===== config.mk =====
export PLATFORM = sky130hd
export DESIGN_NAME = pc_sequencer_flat
export DESIGN_NICKNAME = d
export VERILOG_FILES = /design/src/rtl/pc_sequencer_pkg.sv /design/src/rtl/pc_sequencer_if.sv /design/src/rtl/pc_sequencer_return_stack.sv /design/src/rtl/pc_sequencer.sv /design/src/flat_wrapper.sv
export SDC_FILE = /design/constraint.sdc
export NUM_CORES = 1
export LEC_CHECK = 0
export ABC_AREA = 1
export CORE_MARGIN = 2
export CORE_UTILIZATION = 43
export CTS_CLUSTER_SIZE = 24
export DETAILED_ROUTE_END_ITERATION = 6
export GPL_ROUTABILITY_DRIVEN = 0
export GPL_TIMING_DRIVEN = 0
export PLACE_DENSITY = 0.8
export SYNTH_ARGS = -nofsm -noshare
export SYNTH_HDL_FRONTEND = slang
export SYNTH_HIERARCHICAL = 1
export SYNTH_SLANG_ARGS = --single-unit

===== constraint.sdc =====
create_clock -name clock -period 2.5 [get_ports clock]
set_clock_uncertainty 0.1 [all_clocks]
set_input_delay 0.25 -clock clock [delete_from_list [all_inputs] [get_ports clock]]
set_output_delay 0.25 -clock clock [all_outputs]
set_load 0.01 [all_outputs]

===== src/rtl/pc_sequencer_pkg.sv =====
// Shared encodings for the fetch sequencer: FSM states, redirect kind codes and default widths.
package pc_seq_pkg;

    typedef enum logic [1:0] {
        BOOT   = 2'd0,
        FETCH  = 2'd1,
        ISSUE  = 2'd2,
        HALTED = 2'd3
    } pc_state_e;

    localparam logic [1:0] RK_BRANCH = 2'b00;
    localparam logic [1:0] RK_JUMP   = 2'b01;
    localparam logic [1:0] RK_CALL   = 2'b10;
    localparam logic [1:0] RK_RET    = 2'b11;

    localparam int DEFAULT_PC_WIDTH    = 10;
    localparam int DEFAULT_INSTR_WIDTH = 32;
    localparam int DEFAULT_STACK_DEPTH = 4;

endpackage


===== src/rtl/pc_sequencer_if.sv =====
// Bundle of the sequencer's memory-side, decode-side and control signals, plus the FSM debug view.
interface pc_sequencer_if #(
    parameter int PC_WIDTH    = pc_seq_pkg::DEFAULT_PC_WIDTH,
    parameter int INSTR_WIDTH = pc_seq_pkg::DEFAULT_INSTR_WIDTH
) ();

    // Handshakes: imemReq is held with a stable imemAddr until the cycle imemAck is high (ack may
    // coincide with the first request cycle); instrValid holds instr/instrPc stable until the cycle
    // instrReady is high, and redirect/halt inputs only matter in that same accepting cycle.
    logic                   imemReq;
    logic [PC_WIDTH-1:0]    imemAddr;
    logic                   imemAck;
    logic [INSTR_WIDTH-1:0] imemData;

    logic                   instrValid;
    logic [INSTR_WIDTH-1:0] instr;
    logic [PC_WIDTH-1:0]    instrPc;
    logic                   instrReady;

    logic                   redirectValid;
    logic [1:0]             redirectKind;
    logic [PC_WIDTH-1:0]    redirectTarget;

    logic                   haltReq;
    logic                   resumeReq;
    logic [PC_WIDTH-1:0]    programCounter;
    logic                   halted;
    logic                   stackFault;
    pc_seq_pkg::pc_state_e  dbgState;

    modport master (
        output imemReq, imemAddr,
        input  imemAck, imemData,
        output instrValid, instr, instrPc,
        input  instrReady, redirectValid, redirectKind, redirectTarget,
        input  haltReq, resumeReq,
        output programCounter, halted, stackFault, dbgState
    );

    modport slave (
        input  imemReq, imemAddr,
        output imemAck, imemData,
        input  instrValid, instr, instrPc,
        output instrReady, redirectValid, redirectKind, redirectTarget,
        output haltReq, resumeReq,
        input  programCounter, halted, stackFault, dbgState
    );

endinterface


===== src/rtl/pc_sequencer_return_stack.sv =====
// LIFO of return addresses; pushes when full and pops when empty are dropped (caller flags the fault).
module return_stack #(
    parameter int WIDTH = 10,
    parameter int DEPTH = 4
) (
    input  logic             clock,
    input  logic             resetN,
    input  logic             push_i,
    input  logic             pop_i,
    input  logic [WIDTH-1:0] data_i,
    output logic [WIDTH-1:0] top_o,
    output logic             full_o,
    output logic             empty_o
);

    localparam int CW = $clog2(DEPTH + 1);
    localparam int IW = (DEPTH > 1) ? $clog2(DEPTH) : 1;

    logic [WIDTH-1:0] mem_q [DEPTH];
    logic [CW-1:0]    count_q, count_d;
    logic [IW-1:0]    wr_idx, top_idx;

    assign full_o  = (count_q == CW'(DEPTH));
    assign empty_o = (count_q == '0);
    assign wr_idx  = IW'(count_q);
    assign top_idx = IW'(count_q - CW'(1));
    assign top_o   = mem_q[top_idx];

    always_comb begin
        count_d = count_q;
        if (push_i && !full_o) begin
            count_d = count_q + CW'(1);
        end else if (pop_i && !empty_o) begin
            count_d = count_q - CW'(1);
        end
    end

    always_ff @(posedge clock) begin
        if (!resetN) begin
            count_q <= '0;
        end else begin
            count_q <= count_d;
        end
    end

    // Entries need no reset: only the count decides what is visible.
    always_ff @(posedge clock) begin
        if (push_i && !full_o) begin
            mem_q[wr_idx] <= data_i;
        end
    end

endmodule


===== src/rtl/pc_sequencer.sv =====
// Fetch-side PC owner: fetches a word, holds it for decode, then applies redirects and halt/resume.
// Call/return via a return stack is built only when PC_RETURN_STACK_EN is defined.
module pc_sequencer
    import pc_seq_pkg::*;
#(
    parameter int                  PC_WIDTH     = DEFAULT_PC_WIDTH,
    parameter int                  INSTR_WIDTH  = DEFAULT_INSTR_WIDTH,
    parameter logic [PC_WIDTH-1:0] RESET_VECTOR = '0,
    parameter int                  STACK_DEPTH  = DEFAULT_STACK_DEPTH
) (
    input  logic           clock,
    input  logic           resetN,
    pc_sequencer_if.master bus
);

    pc_state_e              state_q, state_d;
    logic [PC_WIDTH-1:0]    pc_q, pc_d;
    logic [INSTR_WIDTH-1:0] instr_q, instr_d;
    logic [PC_WIDTH-1:0]    instr_pc_q, instr_pc_d;
    logic [PC_WIDTH-1:0]    pc_seq;

    if (STACK_DEPTH < 1) begin : g_depth_check
        $error("STACK_DEPTH must be at least 1");
    end

    // Wrap-around at the top of the address space falls out of the PC_WIDTH-bit adds.
    assign pc_seq = instr_pc_q + PC_WIDTH'(1);

`ifdef PC_RETURN_STACK_EN
    logic                push, pop, fault_set;
    logic                stk_full, stk_empty;
    logic [PC_WIDTH-1:0] stk_top;
    logic                fault_q;

    return_stack #(
        .WIDTH (PC_WIDTH),
        .DEPTH (STACK_DEPTH)
    ) u_return_stack (
        .clock   (clock),
        .resetN  (resetN),
        .push_i  (push),
        .pop_i   (pop),
        .data_i  (pc_seq),
        .top_o   (stk_top),
        .full_o  (stk_full),
        .empty_o (stk_empty)
    );

    always_ff @(posedge clock) begin
        if (!resetN) begin
            fault_q <= 1'b0;
        end else if (fault_set) begin
            fault_q <= 1'b1;
        end
    end

    assign bus.stackFault = fault_q;
`else
    assign bus.stackFault = 1'b0;
`endif

    always_comb begin
        state_d    = state_q;
        pc_d       = pc_q;
        instr_d    = instr_q;
        instr_pc_d = instr_pc_q;
`ifdef PC_RETURN_STACK_EN
        push       = 1'b0;
        pop        = 1'b0;
        fault_set  = 1'b0;
`endif
        case (state_q)
            BOOT: begin
                state_d = FETCH;
            end
            FETCH: begin
                if (bus.imemAck) begin
                    instr_d    = bus.imemData;
                    instr_pc_d = pc_q;
                    state_d    = ISSUE;
                end
            end
            ISSUE: begin
                if (bus.instrReady) begin
                    pc_d = pc_seq;
                    if (bus.redirectValid) begin
                        case (bus.redirectKind)
                            RK_BRANCH: pc_d = pc_seq + bus.redirectTarget;
                            RK_JUMP:   pc_d = bus.redirectTarget;
                            RK_CALL: begin
                                pc_d = bus.redirectTarget;
`ifdef PC_RETURN_STACK_EN
                                if (stk_full) fault_set = 1'b1;
                                else          push      = 1'b1;
`endif
                            end
                            RK_RET: begin
`ifdef PC_RETURN_STACK_EN
                                if (stk_empty) begin
                                    fault_set = 1'b1;
                                end else begin
                                    pop  = 1'b1;
                                    pc_d = stk_top;
                                end
`endif
                            end
                        endcase
                    end
                    state_d = bus.haltReq ? HALTED : FETCH;
                end
            end
            HALTED: begin
                if (bus.resumeReq) begin
                    state_d = FETCH;
                end
            end
        endcase
    end

    always_ff @(posedge clock) begin
        if (!resetN) begin
            state_q    <= BOOT;
            pc_q       <= RESET_VECTOR;
            instr_q    <= '0;
            instr_pc_q <= '0;
        end else begin
            state_q    <= state_d;
            pc_q       <= pc_d;
            instr_q    <= instr_d;
            instr_pc_q <= instr_pc_d;
        end
    end

    assign bus.imemReq        = (state_q == FETCH);
    assign bus.imemAddr       = pc_q;
    assign bus.instrValid     = (state_q == ISSUE);
    assign bus.instr          = instr_q;
    assign bus.instrPc        = instr_pc_q;
    assign bus.programCounter = pc_q;
    assign bus.halted         = (state_q == HALTED);
    assign bus.dbgState       = state_q;

endmodule


===== src/flat_wrapper.sv =====
// flat-port wrapper written by rule: the top's interface ports become plain ports
module pc_sequencer_flat import pc_seq_pkg::*;
#(
    parameter int                  PC_WIDTH     = DEFAULT_PC_WIDTH,
    parameter int                  INSTR_WIDTH  = DEFAULT_INSTR_WIDTH,
    parameter logic [PC_WIDTH-1:0] RESET_VECTOR = '0,
    parameter int                  STACK_DEPTH  = DEFAULT_STACK_DEPTH
)
  (clock, resetN, bus_imemReq, bus_imemAddr, bus_imemAck, bus_imemData, bus_instrValid, bus_instr, bus_instrPc, bus_instrReady, bus_redirectValid, bus_redirectKind, bus_redirectTarget, bus_haltReq, bus_resumeReq, bus_programCounter, bus_halted, bus_stackFault, bus_dbgState);
  pc_sequencer_if #(.PC_WIDTH(PC_WIDTH), .INSTR_WIDTH(INSTR_WIDTH)) bus_i ();
  input  logic clock;
  input  logic resetN;
  output wire logic [$bits(bus_i.imemReq)-1:0] bus_imemReq;
  output wire logic [$bits(bus_i.imemAddr)-1:0] bus_imemAddr;
  input wire logic [$bits(bus_i.imemAck)-1:0] bus_imemAck;
  input wire logic [$bits(bus_i.imemData)-1:0] bus_imemData;
  output wire logic [$bits(bus_i.instrValid)-1:0] bus_instrValid;
  output wire logic [$bits(bus_i.instr)-1:0] bus_instr;
  output wire logic [$bits(bus_i.instrPc)-1:0] bus_instrPc;
  input wire logic [$bits(bus_i.instrReady)-1:0] bus_instrReady;
  input wire logic [$bits(bus_i.redirectValid)-1:0] bus_redirectValid;
  input wire logic [$bits(bus_i.redirectKind)-1:0] bus_redirectKind;
  input wire logic [$bits(bus_i.redirectTarget)-1:0] bus_redirectTarget;
  input wire logic [$bits(bus_i.haltReq)-1:0] bus_haltReq;
  input wire logic [$bits(bus_i.resumeReq)-1:0] bus_resumeReq;
  output wire logic [$bits(bus_i.programCounter)-1:0] bus_programCounter;
  output wire logic [$bits(bus_i.halted)-1:0] bus_halted;
  output wire logic [$bits(bus_i.stackFault)-1:0] bus_stackFault;
  output wire logic [$bits(bus_i.dbgState)-1:0] bus_dbgState;
  assign bus_imemReq = bus_i.imemReq;
  assign bus_imemAddr = bus_i.imemAddr;
  assign bus_i.imemAck = bus_imemAck;
  assign bus_i.imemData = bus_imemData;
  assign bus_instrValid = bus_i.instrValid;
  assign bus_instr = bus_i.instr;
  assign bus_instrPc = bus_i.instrPc;
  assign bus_i.instrReady = bus_instrReady;
  assign bus_i.redirectValid = bus_redirectValid;
  assign bus_i.redirectKind = bus_redirectKind;
  assign bus_i.redirectTarget = bus_redirectTarget;
  assign bus_i.haltReq = bus_haltReq;
  assign bus_i.resumeReq = bus_resumeReq;
  assign bus_programCounter = bus_i.programCounter;
  assign bus_halted = bus_i.halted;
  assign bus_stackFault = bus_i.stackFault;
  assign bus_dbgState = bus_i.dbgState;
  pc_sequencer #(.PC_WIDTH(PC_WIDTH), .INSTR_WIDTH(INSTR_WIDTH), .RESET_VECTOR(RESET_VECTOR), .STACK_DEPTH(STACK_DEPTH)) u_core (.clock(clock), .resetN(resetN), .bus(bus_i));
endmodule

# --- Yosys cells after proc, flatten, opt, wreduce, memory -nomap -nowiden ---
# Cells that the tools add are included.
classes:
  add_sub_neg: 2
  eq_ne: 8
  muxes: 7
  reduce_logical: 6
ops:
  columns: ["op", "count"]
  rows:
  - ["case mux 10 bit (2 select lines)", 1]
  - ["adder 10 x 1 -> 10 bit, second input constant", 1]
  - ["adder 10 bit", 1]
  - ["two-way mux 10 bit", 1]
  - ["two-way mux 2 bit", 4]
  - ["case mux 2 bit (4 select lines)", 1]
  - ["equality test 2 bit, second input constant", 3]
  - ["equality test 2 x 1 -> 1 bit, second input constant", 2]
  - ["logical NOT 2 bit", 2]
  - ["inequality test 2 x 1 -> 1 bit, second input constant", 2]
  - ["AND reduction 2 bit", 2]
  - ["AND reduction 3 bit", 1]
  - ["inequality test 2 bit, second input constant", 1]
  - ["OR reduction 2 bit", 1]
totals:
  ff_bits: 54
  in_bits: 51
  out_inout_bits: 68
  word_cells: 27

# --- Logic depth before layout (Yosys ltp) ---
# Gate-level depths: netlist of the first run.
depth:
  depth_word: 4
  depth_mapped: 20

# --- Worst setup path after synthesis of the first run ---
# No wires, ideal clock.
synth_timing:
  path_type: "reg-to-reg"
  from: "register u_core.instr_pc_q[1] (netlist: u_core/bus.instrPc[1])"
  to: "register u_core.pc_q[9] (netlist: u_core/bus.imemAddr[9])"
  setup_ps: 120
  arrival_time_ps: 2105
  t_required_ps: 2280
  slack_ps: 176
  stages_incl_launch_ff: 17
  path_cell_list: "dfxtp_1 > ha_1 > nand2_1 > nor2_2 > nand2_1 > xor2_1 > inv_1 > ha_1 > nand2_1 > nor2_1 > nand3_1 > nand3_2 > nand3_1 > nand3_1 > nand2_1 > nand2_1 > a21oi_1"
synth_via:
  elab_chain_len: 4
synth_rtl:
  columns: ["element", "line", "rtl"]
  rows:
  - ["from (decl)", "pc_sequencer.sv:19", "logic [PC_WIDTH-1:0] instr_pc_q, instr_pc_d;"]
  - ["from (signal assigned)", "pc_sequencer.sv:130", "instr_pc_q <= instr_pc_d;"]
  - ["adder 10 x 1 -> 10 bit (*)", "pc_sequencer.sv:27", "assign pc_seq = instr_pc_q + PC_WIDTH'(1);"]
  - ["adder 10 bit", "pc_sequencer.sv:88", "RK_BRANCH: pc_d = pc_seq + bus.redirectTarget;"]
  - ["case mux 10 bit (2 select lines)", "pc_sequencer.sv:87", "case (bus.redirectKind)"]
  - ["two-way mux 10 bit (*)", "pc_sequencer.sv:86", "if (bus.redirectValid) begin"]
  - ["to (signal assigned)", "pc_sequencer.sv:128", "pc_q <= pc_d;"]
  - ["to (decl)", "pc_sequencer.sv:17", "logic [PC_WIDTH-1:0] pc_q, pc_d;"]
# Mark *: on every way between the ends. The rest lies on a longest branch, timed or not.
# A chain may end at the register's enable or synchronous reset.

# --- Worst setup path after layout of the first run ---
layout_timing:
  from: "register u_core.instr_pc_q[1] (netlist: u_core/bus.instrPc[1])"
  to: "register u_core.pc_q[8] (netlist: u_core/bus.imemAddr[8])"
# The elaborated chain is that of the path after synthesis.

==> results.sh, run 1 <==
export IMPL_post_route_cells_drive_above_1_share_pct=11.3
export IMPL_hpwl_um=6380
export IMPL_critical_path_required_ns=2.63
export IMPL_synthCells=412
export IMPL_cts_tree="built"
export IMPL_overflow=0
export IMPL_synthArstFlopShare_pct=0
export IMPL_synth_cell_types=29
export IMPL_r2r_cells=13
export IMPL_fillers=544
export IMPL_drt_initial_drc_count=200
export IMPL_rows=29
export IMPL_grt_pass1_vias=2858
export IMPL_synth_top_cell_by_area="dfxtp_1"
export IMPL_powerDensity_mw_per_mm2=775
export IMPL_hold_start="resetN"
export IMPL_violations="DRC"
export IMPL_io_pins=119
export IMPL_synthesis_nets=481
export IMPL_dieArea_mm2=0.00738
export IMPL_grt_first_pass_wirelength_um=13300
export IMPL_n_antenna_cell=0
export IMPL_irDropWorstVdd_v=0.000471
export IMPL_endpoint_kind="flop"
export IMPL_ys_seq_area_share_pct=37.5
export IMPL_cts_max_level=2
export IMPL_cts_root_buf="clkbuf_8"
export IMPL_numCtsBuffers=5
export IMPL_worstHoldEndpoint="u_core/bus.instr[2]"
export IMPL_ant_nets=0
export IMPL_avgSynthCellArea_um2=7.00
export IMPL_finalHoldViolCount=0
export IMPL_yosysWarnings=6
export IMPL_areaGrowthSynthToFinish_pct=53.1
export IMPL_synth_edff_count=0
export IMPL_synth_flop_cell="dfxtp_1"
export IMPL_worstSetupPathType="reg -> reg"
export IMPL_hold_slack_ns=0.220
export IMPL_initial_utilization_pct=44.9
export IMPL_whs_path_depth=3
export IMPL_ys_ff_latch=54
export IMPL_clk_pin_slew_ns=0.10
export IMPL_seqCellArea_mm2=0.00109
export IMPL_slew_headroom_pct=65.5
export IMPL_cts_max_path_buffers=2
export IMPL_regToRegSetupSlack_ns=0.06
export IMPL_drv_slew=0
export IMPL_die_y_um=85.9
export IMPL_antenna_found_initial=0
export IMPL_maxCapViolations=0
export IMPL_grt_use_total_pct=22.0
export IMPL_viasPerCell=5.05
export IMPL_r2r_start="u_core/bus.instrPc[1]"
export IMPL_yosys_top_cells_area="dfxtp_1, nor2_1, o21ai_0"
export IMPL_worstPathMaxFanout=4
export IMPL_setup_ws_ns=0.0639
export IMPL_wl_um=8480
export IMPL_dr_total_vias=3110
export IMPL_r2r_end="u_core/bus.imemAddr[8]"
export IMPL_finalCritPeriodShare_pct=97.4
export IMPL_min_path_type="in -> reg"
export IMPL_setup_viol=0
export IMPL_multiInputGateArea_mm2=0.00165
export IMPL_cts_hold_buf=0
export IMPL_cts_sinks=54
export IMPL_core_area_mm2=0.00642
export IMPL_cp_arrival_ns=2.57
export IMPL_dr_pass1_iters=7
export IMPL_cp_start_kind="flop"
export IMPL_remaining_drc_errors=10
export IMPL_layout_nets=607
export IMPL_worst_pin_slew_ns=0.518
export IMPL_grt_max_degree=18
export IMPL_pre_cts_ws_ns=-0.0942
export IMPL_ys_top_cells_by_count="nor2_1, nand2_1, o21ai_0"
export IMPL_yosysMostFrequentCell="nor2_1"
export IMPL_status="complete, but fails checks"
export IMPL_clk_latency_ns=0.29
export IMPL_fin_crit_ns=2.44
export IMPL_mappedNetlistArea_mm2=0.00288
export IMPL_die_w_um=85.9
export IMPL_wl_per_cell_um=13.8
export IMPL_synth_top_area_share_pct=37.5
export IMPL_leakagePower_nw=1.83
export IMPL_timing_fmax_ghz=0.410
export IMPL_port_buffers=116
## stage by stage
| step | instances | cell area [um2] | power, W | util [%] | TNS, ns |
|---|---|---|---|---|---|
| floorplan | 412 | 2880 | 0.00203 | - | 0 |
| global placement | 605 | 4140 | 0.00271 | 64.5 | -0.0479 |
| detailed placement | 605 | 4140 | 0.00275 | 64.5 | -0.163 |
| CTS | 613 | 4280 | 0.00335 | 66.6 | 0 |
| global route | 616 | 4410 | 0.00367 | 68.7 | -0.118 |
| finish | 616 | 4410 | 0.00342 | 68.7 | 0 |
## metal layers
layer	vias to the layer above	track usage (%)	part of all wire [%]
li1	1569	-	-
met3	8	4.62	7.1
met5	-	0	0
met1	1416	27.6	42
met2	117	38.3	50
met4	0	5.92	1.2
## kinds of logic (layout without fill, tap and decap cells)
logic type	count (synthesis)	in the layout	share of synthesized area (%)
fa+ha+maj	18	18	8.07
flops	54	54	37.5
xor+xnor	6	6	1.82
simple gates	175	175	25.3
buf+inv	62	189	9.63
compound gates	96	96	17.5
other cells	1	1	0.130
## flip-flops by register name (all words and copies together) (netlist names)
register	cells
u_core/bus.instr	32
u_core/bus.instrPc	10
u_core/bus.imemAddr	10
u_core/bus.dbgState	2
## cell usage in the layout, fill, tap and decap left out, types with 4 or more instances in the layout
| cell | n |
|---|---|
| clkbuf_1 | 12 |
| inv_1 | 33 |
| clkdlybuf4s50_1 | 116 |
| dfxtp_1 | 49 |
| nor2_1 | 87 |
| ha_4 | 5 |
| ha_1 | 11 |
| buf_4 | 14 |
| nand2_1 | 57 |
| nand3_2 | 4 |
| a21oi_1 | 24 |
| nand2_2 | 7 |
| o21ai_0 | 58 |
| nand3_1 | 14 |
| clkbuf_8 | 5 |
## power breakdown
| part | total [W] | switching [W] | internal (W) | leakage (nW) |
|---|---|---|---|---|
| Sequential | 0.00122 | 0.000158 | 0.00106 | 0.445 |
| Clock | 0.000590 | 0.000289 | 0.000301 | 0.0585 |
| Combinational | 0.00161 | 0.000805 | 0.000808 | 1.32 |
| Total | 0.00342 | 0.00125 | 0.00217 | 1.83 |
## critical path, cell delays in order, from the launching register on
cell and delay [ns]:
dfxtp_4 0.39, nand3_2 0.12, nor2_4 0.18, buf_4 0.15, xor2_2 0.23, ha_1 0.30
a21oi_1 0.19, o21a_1 0.13, nand2_1 0.07, nand2_1 0.06, nand2_1 0.04, o21ai_0 0.20
nand2_1 0.08, a21oi_1 0.13
## cell type report
type                       count  share of cell area (%)
tap                           77                    2.18
timing repair buffer         119                    26.8
sequential                    54                    24.8
clock inverter                 3                   0.992
buffer                        27                    3.32
multi-input combinational    296                    37.3
clock buffer                   5                    1.56
inverter                      35                    2.98
## how the worst max path moves through the flow
stage,cells after the start,start,slack [ns],end
6_report,13,u_core/bus.instrPc[1],0.06,u_core/bus.imemAddr[8]
5_1_grt,13,u_core/bus.instrPc[1],-0.06,u_core/bus.imemAddr[8]
4_1_cts,16,u_core/bus.instrPc[1],0.03,u_core/bus.imemAddr[7]
3_5_place_dp,16,u_core/bus.instrPc[1],-0.09,u_core/bus.imemAddr[9]
3_3_place_gp,16,u_core/bus.instrPc[1],-0.05,u_core/bus.imemAddr[9]
2_1_floorplan,16,u_core/bus.instrPc[1],0.18,u_core/bus.imemAddr[9]
## timing repair
| action | CTS | global route |
|---|---|---|
| hold endpoints to repair | 0 | 0 |
| buffers inserted | 0 | 3 |
| setup endpoints to repair | 3 | 5 |
| resized for setup | 4 | 26 |
| pin swaps | 0 | 8 |
Power figures use the tool's default switching activity.
==> inputs of run 2 (changes only) <==
--- a/config.mk
+++ b/config.mk
@@ -6,6 +6,7 @@
 export NUM_CORES = 1
 export LEC_CHECK = 0
 export ABC_AREA = 1
+export CAP_MARGIN = 20
 export CORE_MARGIN = 2
 export CORE_UTILIZATION = 43
 export CTS_CLUSTER_SIZE = 24
@@ -13,6 +14,7 @@
 export GPL_ROUTABILITY_DRIVEN = 0
 export GPL_TIMING_DRIVEN = 0
 export PLACE_DENSITY = 0.8
+export RECOVER_POWER = 100
 export SYNTH_ARGS = -nofsm -noshare
 export SYNTH_HDL_FRONTEND = slang
 export SYNTH_HIERARCHICAL = 1
==> run 2 against run 1 <==
Net effect:
- the flow still finishes with violations (DRC)
- register-to-register slack about the same
- non-clock buffer count stayed put
- total power down 1.5%
- design area stayed put
- sequential power barely moved
- sequential share of layout area is the same
- global-route usage did not move
- combinational power fell by 2%
- die area unchanged
- final cell count stayed put
- first-iteration DRC count fell by 7.0%
==> results.sh, run 2 (synthesis results as in run 1) <==
export IMPL_intPower_w=0.00212
export IMPL_dr_pass1_iters=7
export IMPL_maxCapViolations=0
export IMPL_numCtsBuffers=5
export IMPL_antenna_found_initial=0
export IMPL_worstHoldEndpoint="u_core/bus.instr[2]"
export IMPL_pre_cts_ws_ns=-0.0942
export IMPL_die_w_um=85.9
export IMPL_port_buffers=116
export IMPL_violations="DRC"
export IMPL_wl_um=8470
export IMPL_fillers=544
export IMPL_die_y_um=85.9
export IMPL_mostFrequentLayoutCell="nor2_1"
export IMPL_rows=29
export IMPL_grt_max_degree=18
export IMPL_cp_arrival_ns=2.57
export IMPL_power_share_sequential_pct=36.0
export IMPL_io_pins=119
export IMPL_timing_fmax_ghz=0.410
export IMPL_ant_nets=0
export IMPL_core_area_mm2=0.00642
export IMPL_critical_path_required_ns=2.63
export IMPL_irDropWorstVdd_v=0.000470
export IMPL_cts_sinks=54
export IMPL_endpoint_kind="flop"
export IMPL_powerDensity_mw_per_mm2=764
export IMPL_finalHoldViolCount=0
export IMPL_path_delay_family="compound AO/OA/AOI/OAI gates"
export IMPL_areaGrowthSynthToFinish_pct=53.1
export IMPL_hpwl_um=6380
export IMPL_wl_per_cell_um=13.7
export IMPL_worst_pin_slew_ns=0.539
export IMPL_whs_path_depth=3
export IMPL_r2r_start="u_core/bus.instrPc[1]"
export IMPL_clk_pin_slew_ns=0.10
export IMPL_layout_common_cells="nor2_1, clkdlybuf4s50_1, o21ai_0, nand2_1, dfxtp_1"
export IMPL_hold_slack_ns=0.234
export IMPL_p_total_w=0.00337
export IMPL_max_stage_delay_ns=0.39
export IMPL_met2_usage_pct=38.3
export IMPL_overflow=0
export IMPL_p_sw_share_pct=37.0
export IMPL_crit_top_cell="nand2_1"
export IMPL_finalCritPeriodShare_pct=97.6
export IMPL_hold_start="resetN"
export IMPL_dr_total_vias=3119
export IMPL_p_sw_w=0.00125
export IMPL_cts_hold_buf=0
export IMPL_cts_max_path_buffers=2
export IMPL_n_antenna_cell=0
export IMPL_drv_slew=0
export IMPL_setup_viol=0
export IMPL_slowest_stage="dfxtp_4"
export IMPL_path_buf_inv=1
export IMPL_cp_start_kind="flop"
export IMPL_grt_most_used_layer="met2"
export IMPL_status="complete, but fails checks"
export IMPL_worstPathMaxFanout=4
export IMPL_cts_max_level=2
export IMPL_grt_use_total_pct=22.0
export IMPL_post_route_cells_drive_above_1_share_pct=11.3
export IMPL_setup_tns_ns=0
export IMPL_final_core_util_pct=68.7
export IMPL_comb_power_share_pct=46.6
export IMPL_cts_root_buf="clkbuf_8"
export IMPL_layout_nets=607
export IMPL_fin_crit_ns=2.44
export IMPL_regToRegSetupSlack_ns=0.06
export IMPL_remaining_drc_errors=10
export IMPL_grt_first_pass_wirelength_um=13300
export IMPL_dieArea_mm2=0.00738
export IMPL_drt_initial_drc_count=186
export IMPL_grt_use_met1_pct=27.6
export IMPL_grtUsageMet3_pct=4.62
export IMPL_slew_headroom_pct=64.1
export IMPL_min_path_type="in -> reg"
export IMPL_worstSetupPathType="reg -> reg"
export IMPL_leakagePower_nw=1.92
export IMPL_cts_tree="built"
export IMPL_r2r_end="u_core/bus.imemAddr[8]"
export IMPL_worstPathCellList="nand3_2, nor2_4, buf_4, xor2_2, ha_1, a21oi_1, o21a_1, nand2_1, nand2_1, nand2_1, o21ai_0, nand2_1, a21oi_1"
export IMPL_r2r_cells=13
export IMPL_viasPerCell=5.06
export IMPL_grt_pass1_vias=2858
export IMPL_setup_ws_ns=0.0610
export IMPL_largest_reg_flops=32
export IMPL_pwr_share_clk_pct=17.5
export IMPL_clk_latency_ns=0.29
export IMPL_initial_utilization_pct=44.9
==> run 2: cell types whose count changed in the layout (fill, tap and decap cells not counted), sizes merged <==
cell / previous run / this run
clkdlybuf4s50: 116 / 83
dlygate4sd3: 0 / 33
==> run 2: repair_timing <==
item,CTS,global route
setup buffers,0,3
resized for setup,4,26
pin swaps,0,8
endpoints found under the setup margin,3,5
==> run 2: worst max-delay path by stage <==
stage | start | end | slack, ns | cells after the start
detailed placement | u_core/bus.instrPc[1] | u_core/bus.imemAddr[9] | -0.09 | 16
global placement | u_core/bus.instrPc[1] | u_core/bus.imemAddr[9] | -0.05 | 16
CTS | u_core/bus.instrPc[1] | u_core/bus.imemAddr[7] | 0.03 | 16
global route | u_core/bus.instrPc[1] | u_core/bus.imemAddr[8] | -0.06 | 13
floorplan | u_core/bus.instrPc[1] | u_core/bus.imemAddr[9] | 0.18 | 16
finish | u_core/bus.instrPc[1] | u_core/bus.imemAddr[8] | 0.06 | 13
==> run 2: final cells by class <==
type / count / area (um2) / area share [%]
tap: 77 / 96.3 / 2.18
clock buffer: 5 / 68.8 / 1.56
inverter: 35 / 131 / 2.98
sequential: 54 / 1090 / 24.8
timing repair buffer: 119 / 1180 / 26.8
multi-input combinational: 296 / 1650 / 37.3
clock inverter: 3 / 43.8 / 0.992
buffer: 27 / 146 / 3.32
==> run 2: worst min-delay path, cell delays in order <==
cell      delay [ns]
clkbuf_1        0.18
o21ai_0         0.12
nor2_1          0.04
==> run 2: routing by layer <==
| layer | part of all wire [%] | up-vias |
|---|---|---|
| li1 | - | 1568 |
| met3 | 6.9 | 8 |
| met2 | 50 | 115 |
| met4 | 1.2 | 0 |
| met5 | 0 | - |
| met1 | 42 | 1428 |
==> run 2: metrics by stage <==
step | instance area, um2 | cells
after floorplan | 2880 | 412
final | 4410 | 616
after global routing | 4410 | 616
after CTS | 4280 | 613
after detailed placement | 4140 | 605
after global placement | 4140 | 605
==> run 2: power groups by stage <==
stage | combinational [W] | sequential [W] | clock (W)
global placement | 0.00150 | 0.00121 | 0
floorplan | 0.000740 | 0.00129 | 0
detailed placement | 0.00153 | 0.00122 | 0
CTS | 0.00155 | 0.00121 | 0.000597
finish | 0.00157 | 0.00121 | 0.000589
global route | 0.00174 | 0.00124 | 0.000636
